`config.mk`:
```
export PLATFORM = sky130hd
export DESIGN_NAME = w5300_lut_sequencer_flat
export DESIGN_NICKNAME = d
export VERILOG_FILES = /design/src/rtl/w5300_pkg.sv /design/src/rtl/w5300_lut_sequencer_if.sv /design/src/rtl/w5300_bus_timer.sv /design/src/rtl/w5300_lut_sequencer.sv /design/src/flat_wrapper.sv
export SDC_FILE = /design/constraint.sdc
export NUM_CORES = 1
export LEC_CHECK = 0
export CAP_MARGIN = 0
export CORE_MARGIN = 2
export CORE_UTILIZATION = 40
export DETAILED_ROUTE_END_ITERATION = 8
export GPL_TIMING_DRIVEN = 0
export HOLD_SLACK_MARGIN = 0.05
export PLACE_DENSITY = 0.7
export SETUP_SLACK_MARGIN = 0.02
export SYNTH_ARGS = -nofsm -noshare
export SYNTH_HDL_FRONTEND = slang
export SYNTH_SLANG_ARGS = --single-unit
```
`constraint.sdc`:
```
create_clock -name clk -period 4 [get_ports clk]
set_input_delay 0.8 -clock clk [delete_from_list [all_inputs] [get_ports clk]]
set_output_delay 0.8 -clock clk [all_outputs]
set_load 0.01 [all_outputs]
```
`src/rtl/w5300_pkg.sv`:
```
// -----------------------------------------------------------------------------
// w5300_pkg
// Shared definitions for the W5300 register-access sequencer: LUT entry layout
// {op, addr[9:0], value[15:0]}, op encodings, phase-counter width, the
// sequencer state encoding, and field-extraction helpers for LUT entries.
// -----------------------------------------------------------------------------
package w5300_pkg;

   localparam int LUT_W    = 27;
   localparam int OP_BIT   = 26;
   localparam int ADDR_HI  = 25;
   localparam int ADDR_LO  = 16;
   localparam int VALUE_HI = 15;
   localparam int VALUE_LO = 0;
   localparam int ADDR_W   = 10;
   localparam int DATA_W   = 16;

   // Width of the shared phase down-counter; phases up to 256 clocks.
   localparam int CNT_W    = 8;

   localparam logic OP_READ  = 1'b1;
   localparam logic OP_WRITE = 1'b0;

   typedef enum logic [2:0] {
      ST_IDLE    = 3'd0,
      ST_LATCH   = 3'd1,
      ST_SETUP   = 3'd2,
      ST_STROBE  = 3'd3,
      ST_RECOVER = 3'd4,
      ST_FINISH  = 3'd5
   } seq_state_t;

   function automatic logic lut_op(input logic [LUT_W-1:0] entry);
      return entry[OP_BIT];
   endfunction

   function automatic logic [ADDR_W-1:0] lut_addr(input logic [LUT_W-1:0] entry);
      return entry[ADDR_HI:ADDR_LO];
   endfunction

   function automatic logic [DATA_W-1:0] lut_value(input logic [LUT_W-1:0] entry);
      return entry[VALUE_HI:VALUE_LO];
   endfunction

endpackage

```
`src/rtl/w5300_lut_sequencer_if.sv`:
```
// -----------------------------------------------------------------------------
// w5300_lut_sequencer_if
// W5300 parallel host-bus pins as seen from the core side (tristate pads live
// above this level).
//   w_addr  ADDR[9:0]           w_dout  write data to pad
//   w_din   read data from pad  w_doe   pad output enable
//   w_cs_n  chip select (low)   w_rd_n / w_wr_n  strobes (low)
// master: the sequencer; slave: the device / pad side.
// -----------------------------------------------------------------------------
interface w5300_lut_sequencer_if;
   import w5300_pkg::*;

   logic [ADDR_W-1:0] w_addr;
   logic [DATA_W-1:0] w_dout;
   logic [DATA_W-1:0] w_din;
   logic              w_doe;
   logic              w_cs_n;
   logic              w_rd_n;
   logic              w_wr_n;

   modport master (
      output w_addr, w_dout, w_doe, w_cs_n, w_rd_n, w_wr_n,
      input  w_din
   );

   modport slave (
      input  w_addr, w_dout, w_doe, w_cs_n, w_rd_n, w_wr_n,
      output w_din
   );

endinterface

```
`src/rtl/w5300_bus_timer.sv`:
```
// -----------------------------------------------------------------------------
// w5300_bus_timer
// Down-counter shared by the SETUP / STROBE / RECOVER phases. Loading N-1
// makes zero rise after N clocks in the phase.
//   clk, rst_n  clock, asynchronous active-low reset
//   load        load load_val this clock (takes priority over counting)
//   load_val    reload value
//   zero        count has reached zero (holds there)
// -----------------------------------------------------------------------------
module w5300_bus_timer
   import w5300_pkg::*;
(
   input  logic             clk,
   input  logic             rst_n,
   input  logic             load,
   input  logic [CNT_W-1:0] load_val,
   output logic             zero
);

   logic [CNT_W-1:0] cnt;

   always_ff @(posedge clk or negedge rst_n) begin
      if (!rst_n) begin
         cnt <= '0;
      end else if (load) begin
         cnt <= load_val;
      end else if (cnt != '0) begin
         cnt <= cnt - CNT_W'(1);
      end
   end

   assign zero = (cnt == '0);

endmodule

```
`src/rtl/w5300_lut_sequencer.sv`:
```
// -----------------------------------------------------------------------------
// w5300_lut_sequencer
// Walks LUT entries 0..last_index and turns each {op, addr, value} entry into
// one timed W5300 bus cycle: LATCH, SETUP, STROBE, RECOVER. Read results are
// reported upstream with a one-cycle rd_valid pulse.
//   clk, rst_n   clock, asynchronous active-low reset
//   start        begin a sequence (ignored while busy)
//   last_index   final entry, captured on accepted start
//   abort        stop after the access in flight completes
//   lut_index    LUT address; lut_data returns the entry in the same cycle
//   busy/done/aborted  sequence status; done pulses once per sequence
//   rd_valid/rd_addr/rd_data  captured read result
//   bus          W5300 pin bundle (master side)
// -----------------------------------------------------------------------------
module w5300_lut_sequencer
   import w5300_pkg::*;
#(
   parameter int INDEX_W        = 6,
   parameter int SETUP_CYCLES   = 1,
   parameter int STROBE_CYCLES  = 7,
   parameter int RECOVER_CYCLES = 2
) (
   input  logic                  clk,
   input  logic                  rst_n,
   input  logic                  start,
   input  logic [INDEX_W-1:0]    last_index,
   input  logic                  abort,
   output logic [INDEX_W-1:0]    lut_index,
   input  logic [LUT_W-1:0]      lut_data,
   output logic                  busy,
   output logic                  done,
   output logic                  aborted,
   output logic                  rd_valid,
   output logic [ADDR_W-1:0]     rd_addr,
   output logic [DATA_W-1:0]     rd_data,
   w5300_lut_sequencer_if.master bus
);

   localparam logic [CNT_W-1:0] SETUP_LD   = CNT_W'(SETUP_CYCLES - 1);
   localparam logic [CNT_W-1:0] STROBE_LD  = CNT_W'(STROBE_CYCLES - 1);
   localparam logic [CNT_W-1:0] RECOVER_LD = CNT_W'(RECOVER_CYCLES - 1);

   seq_state_t         state;
   logic [INDEX_W-1:0] last_q;
   logic               op_q;
   logic               abort_seen;

   logic               tmr_load;
   logic [CNT_W-1:0]   tmr_val;
   logic               tmr_zero;

   w5300_bus_timer u_timer (
      .clk      (clk),
      .rst_n    (rst_n),
      .load     (tmr_load),
      .load_val (tmr_val),
      .zero     (tmr_zero)
   );

   // The timer is reloaded in the last clock of the preceding phase so its
   // count lines up with the first clock of the next phase.
   always_comb begin
      tmr_load = 1'b0;
      tmr_val  = '0;
      case (state)
         ST_LATCH: begin
            tmr_load = 1'b1;
            tmr_val  = SETUP_LD;
         end
         ST_SETUP: begin
            tmr_load = tmr_zero;
            tmr_val  = STROBE_LD;
         end
         ST_STROBE: begin
            tmr_load = tmr_zero;
            tmr_val  = RECOVER_LD;
         end
         default: begin
            tmr_load = 1'b0;
            tmr_val  = '0;
         end
      endcase
   end

   always_ff @(posedge clk or negedge rst_n) begin
      if (!rst_n) begin
         state       <= ST_IDLE;
         last_q      <= '0;
         op_q        <= OP_WRITE;
         abort_seen  <= 1'b0;
         lut_index   <= '0;
         busy        <= 1'b0;
         done        <= 1'b0;
         aborted     <= 1'b0;
         rd_valid    <= 1'b0;
         rd_addr     <= '0;
         rd_data     <= '0;
         bus.w_addr  <= '0;
         bus.w_dout  <= '0;
         bus.w_doe   <= 1'b0;
         bus.w_cs_n  <= 1'b1;
         bus.w_rd_n  <= 1'b1;
         bus.w_wr_n  <= 1'b1;
      end else begin
         done     <= 1'b0;
         rd_valid <= 1'b0;

         // Abort is remembered for the rest of the sequence; it only takes
         // effect at an access boundary so a strobe is never cut short.
         if (state != ST_IDLE && abort) begin
            abort_seen <= 1'b1;
         end

         case (state)
            ST_IDLE: begin
               if (start) begin
                  lut_index <= '0;
                  last_q    <= last_index;
                  busy      <= 1'b1;
                  state     <= ST_LATCH;
               end
            end

            ST_LATCH: begin
               op_q       <= lut_op(lut_data);
               bus.w_addr <= lut_addr(lut_data);
               bus.w_dout <= lut_value(lut_data);
               bus.w_doe  <= (lut_op(lut_data) == OP_WRITE);
               bus.w_cs_n <= 1'b0;
               state      <= ST_SETUP;
            end

            ST_SETUP: begin
               if (tmr_zero) begin
                  bus.w_rd_n <= (op_q != OP_READ);
                  bus.w_wr_n <= (op_q != OP_WRITE);
                  state      <= ST_STROBE;
               end
            end

            ST_STROBE: begin
               if (tmr_zero) begin
                  // Sample on the same edge the strobe rises: the pad data
                  // is still driven by the device through the strobe.
                  bus.w_rd_n <= 1'b1;
                  bus.w_wr_n <= 1'b1;
                  if (op_q == OP_READ) begin
                     rd_valid <= 1'b1;
                     rd_addr  <= bus.w_addr;
                     rd_data  <= bus.w_din;
                  end
                  state <= ST_RECOVER;
               end
            end

            ST_RECOVER: begin
               // Address and write data stay put; only cs_n and the pad
               // enable drop, one clock after the strobe rise.
               bus.w_cs_n <= 1'b1;
               bus.w_doe  <= 1'b0;
               if (tmr_zero) begin
                  if (abort_seen || abort || lut_index == last_q) begin
                     done    <= 1'b1;
                     aborted <= abort_seen || abort;
                     state   <= ST_FINISH;
                  end else begin
                     lut_index <= lut_index + INDEX_W'(1);
                     state     <= ST_LATCH;
                  end
               end
            end

            ST_FINISH: begin
               busy       <= 1'b0;
               abort_seen <= 1'b0;
               state      <= ST_IDLE;
            end

            default: begin
               state <= ST_IDLE;
            end
         endcase
      end
   end

endmodule
```
`src/flat_wrapper.sv`:
```
// flat-port wrapper written by rule: the top's interface ports become plain ports
module w5300_lut_sequencer_flat import w5300_pkg::*;
#(
   parameter int INDEX_W        = 6,
   parameter int SETUP_CYCLES   = 1,
   parameter int STROBE_CYCLES  = 7,
   parameter int RECOVER_CYCLES = 2
)
  (clk, rst_n, start, last_index, abort, lut_index, lut_data, busy, done, aborted, rd_valid, rd_addr, rd_data, bus_w_addr, bus_w_dout, bus_w_doe, bus_w_cs_n, bus_w_rd_n, bus_w_wr_n, bus_w_din);
  w5300_lut_sequencer_if bus_i ();
  input  logic clk;
  input  logic rst_n;
  input  logic start;
  input  logic [INDEX_W-1:0] last_index;
  input  logic abort;
  output logic [INDEX_W-1:0] lut_index;
  input  logic [LUT_W-1:0] lut_data;
  output logic busy;
  output logic done;
  output logic aborted;
  output logic rd_valid;
  output logic [ADDR_W-1:0] rd_addr;
  output logic [DATA_W-1:0] rd_data;
  output wire logic [$bits(bus_i.w_addr)-1:0] bus_w_addr;
  output wire logic [$bits(bus_i.w_dout)-1:0] bus_w_dout;
  output wire logic [$bits(bus_i.w_doe)-1:0] bus_w_doe;
  output wire logic [$bits(bus_i.w_cs_n)-1:0] bus_w_cs_n;
  output wire logic [$bits(bus_i.w_rd_n)-1:0] bus_w_rd_n;
  output wire logic [$bits(bus_i.w_wr_n)-1:0] bus_w_wr_n;
  input wire logic [$bits(bus_i.w_din)-1:0] bus_w_din;
  assign bus_w_addr = bus_i.w_addr;
  assign bus_w_dout = bus_i.w_dout;
  assign bus_w_doe = bus_i.w_doe;
  assign bus_w_cs_n = bus_i.w_cs_n;
  assign bus_w_rd_n = bus_i.w_rd_n;
  assign bus_w_wr_n = bus_i.w_wr_n;
  assign bus_i.w_din = bus_w_din;
  w5300_lut_sequencer #(.INDEX_W(INDEX_W), .SETUP_CYCLES(SETUP_CYCLES), .STROBE_CYCLES(STROBE_CYCLES), .RECOVER_CYCLES(RECOVER_CYCLES)) u_core (.clk(clk), .rst_n(rst_n), .start(start), .last_index(last_index), .abort(abort), .lut_index(lut_index), .lut_data(lut_data), .busy(busy), .done(done), .aborted(aborted), .rd_valid(rd_valid), .rd_addr(rd_addr), .rd_data(rd_data), .bus(bus_i));
endmodule
```
==> results.ini <==
[run_status]
status = finished clean

[timing]
worst_pin_slew_ns = 0.922
finalCriticalPeriod_ns = 2.49
max_freq_ghz = 0.402
timing.final.ws_setup_ns = 1.51
maxSlewHeadroom_pct = 38.4
hold_viol_final = 0
min_period_over_period_pct = 62.2
slew_viol_final = 0
setup-violations-final = 0
rsz0062_at_grt = no
fin_skew_ns = 0.0111

[worst_setup_path]
startpoint_type = primary input
crit_required_ns = 4.23
critPathCaptureType = flip-flop
cp_max_fo = 8
crit_chain = clkdlybuf4s50_1 -> nor4b_2 -> a31oi_1 -> a221o_1
max_stage_delay_ns = 0.76
cp_data_arrival_time_ns = 2.71
critical_path.slowest_cell = nor4b_2
crit_type = primary input to flip-flop

[floorplan]
dieArea_um2 = 9680
num_rows = 34
die_h_um = 98.4
fp.coreArea_um2 = 8680
die_w_um = 98.4
start_util_pct = 41.1
boundaryPins = 119

[placement]
place_hpwl_um = 5630
gp_congestion = 0.787
numPortBuffers = 118
placed_cell_area_um2 = 4910
pre_cts_ws_ns = 1.11

[global_routing]
grt_pass1_vias = 2554
antenna_found_initial = 0
gr-total-overflow = 0
grt_max_degree = 48
track_usage_pct = 16.2
grt_first_pass_wirelength_um = 12600

[synthesis]
yosysUniqueCellTypes = 40
synth_top_area_share_pct = 57.6
synth_seq_cells = 85
yosysSeqAreaShare_pct = 59.8
synth_fp_nets = 320
synthesis.area_um2 = 3560
ys_top_cells_by_area = dfrtp_1 58%, mux2_2 16%, mux2_1 2.8%
syn-mean-instance-area_um2 = 13.5
yosysTopAreaCell = dfrtp_1
syn_inst = 264
yosysWarnings = 0

[clock_tree]
cts_root_buf = clkbuf_8
clk_latency_ns = 0.34
cts_tree = built
cts.htree.levels = 3
cts_resized = 0
cts_buffers = 9
clk_path_buf_depth = 2
cts.clk_slew.worst_paths_ns = 0.08
cts_hold_buffers = 0
post_cts_buffers = 0
cts_sinks = 85

[layout]
drive_above_1_share_pct = 19.8
register_area_um2 = 2130
multi_input_area_um2 = 1370
areaGrowthSynthToFinish_pct = 44.0
design_area_um2 = 5130
fillCellCount = 732
diodes = 0
nNetsFinal = 450

[drt]
first_iter_violations = 99
ant_nets = 0
wl_per_cell_um = 15.1
drc = 0
num_vias = 2558
dr.pass1.iters = 4
routed_wirelength_um = 7650
viasPerCell = 5.06

[hold_path]
min_path_type = primary input to async pin

[pwr]
total_power_mw = 3.26
powerDensity_nw_per_um2 = 636
p_leak_nw = 2.24
worst_ir_drop_vdd_uv = 364

[flow_run]
max-cap-violations = 0

-- worst paths after layout --
kind / cells after the start / slack [ns] / to / start
max: 4 / 1.51 / u_core.lut_index[4] / start
min: 1 / 0.43 / u_core.bus.w_dout[12] / rst_n
max reg2reg: 7 / 1.58 / u_core.rd_data[2] / u_core.u_timer.cnt[0]
min reg2reg: 1 / 0.49 / u_core.rd_data[7] / u_core.rd_data[7]
max in group asynchronous: 2 / 2.90 / u_core.bus.w_rd_n / rst_n
min in group clk: 1 / 0.49 / u_core.rd_data[7] / u_core.rd_data[7]
-- worst max-delay path, delay by kind of cell --
kind	cells	cell delay, ns
AO/OA/AOI/OAI	2	0.65
AND/OR/NAND/NOR	1	0.76
buffers and inverters	1	0.50
-- placed cells by master, fill, tap and decap left out, types with 4 or more instances in the layout --
master	n
inv_1	5
clkbuf_1	4
xnor2_1	4
clkdlybuf4s50_1	117
clkbuf_8	9
nand3_1	5
nor4_1	4
mux2_2	52
xor2_1	7
nor3_1	5
a21oi_1	7
o21ai_0	6
nand2_1	12
dfrtp_1	82
a31oi_1	4
mux2_1	9
nor2_1	18
-- cell usage after synthesis --
master	count
o22ai_1	1
o211ai_1	1
a31oi_1	4
a2111oi_0	1
mux2_2	52
or3_1	1
nor3_4	1
dfrtp_1	82
o2bb2ai_1	2
nand2_1	12
xor2_1	7
xnor2_1	4
ha_1	3
buf_6	2
nand2b_1	2
nor2b_1	1
o21ai_0	6
buf_1	3
inv_1	5
nor3b_2	1
a221oi_1	1
nor4_4	1
and3b_1	1
nand2_4	1
and2_1	2
mux2i_1	2
a32oi_1	2
nor4b_2	1
clkbuf_1	3
mux2_1	9
and3_1	3
a211oi_1	1
dfstp_2	3
nor2_1	18
nand3_1	5
nor4_1	4
a221o_1	3
a21oi_1	7
nor3_1	5
or2_2	1
-- report_power, final --
group | internal (mW) | switching [mW] | leakage, nW
clock | 0.410 | 0.292 | 0.116
sequential | 1.17 | 0.199 | 1.07
combinational | 0.718 | 0.472 | 1.05
total | 2.30 | 0.963 | 2.24
-- stage by stage --
step	instances	hold slack (ns)	util, %	TNS (ns)
2_1_floorplan	264	0.442	-	0
3_3_place_gp	490	0.469	56.2	-79.01
3_5_place_dp	491	0.478	56.5	0
4_1_cts	506	0.442	59.2	0
5_1_grt	506	0.460	59.2	0
6_report	506	0.433	59.2	0
-- cell type report --
class,instances,area share (%)
buffer,8,0.877
inverter,5,0.366
multi-input combinational,166,26.7
tap,108,2.63
sequential,85,41.5
clock buffer,10,2.49
clock inverter,5,1.95
timing repair buffer,119,23.5
-- state kept, by name (all words and copies together) (netlist names) --
signal	count
u_core.last_q	6
u_core.u_timer.cnt	8
u_core.bus.w_cs_n	1
u_core.abort_seen	1
u_core.bus.w_doe	1
u_core.bus.w_addr	10
u_core.bus.w_wr_n	1
u_core.bus.w_dout	16
u_core.rd_addr	10
u_core.busy	1
u_core.lut_index	6
u_core.op_q	1
u_core.aborted	1
u_core.rd_data	16
u_core.rd_valid	1
u_core.state	3
u_core.done	1
u_core.bus.w_rd_n	1
-- metal layers --
metal	wire [µm]	up-vias	GRT usage, %
li1	-	1199	-
met1	3300	1269	21.8
met2	3690	85	25.0
met3	592	5	4.80
met4	76	0	6.22
met5	0	-	0
-- kinds of logic (layout without fill, tap and decap cells) --
| logic type | Yosys count | after routing | share of synthesized area [%] |
|---|---|---|---|
| buffers and inverters | 13 | 147 | 1.79 |
| multiplexers | 63 | 63 | 19.8 |
| AND/OR/NAND/NOR | 60 | 60 | 9.41 |
| adder cells (fa/ha/maj) | 3 | 3 | 1.05 |
| XOR/XNOR | 11 | 11 | 2.70 |
| AO/OA/AOI/OAI | 29 | 29 | 5.44 |
| flip-flops | 85 | 85 | 59.8 |
No activity file was read; power rests on OpenSTA's default activity.
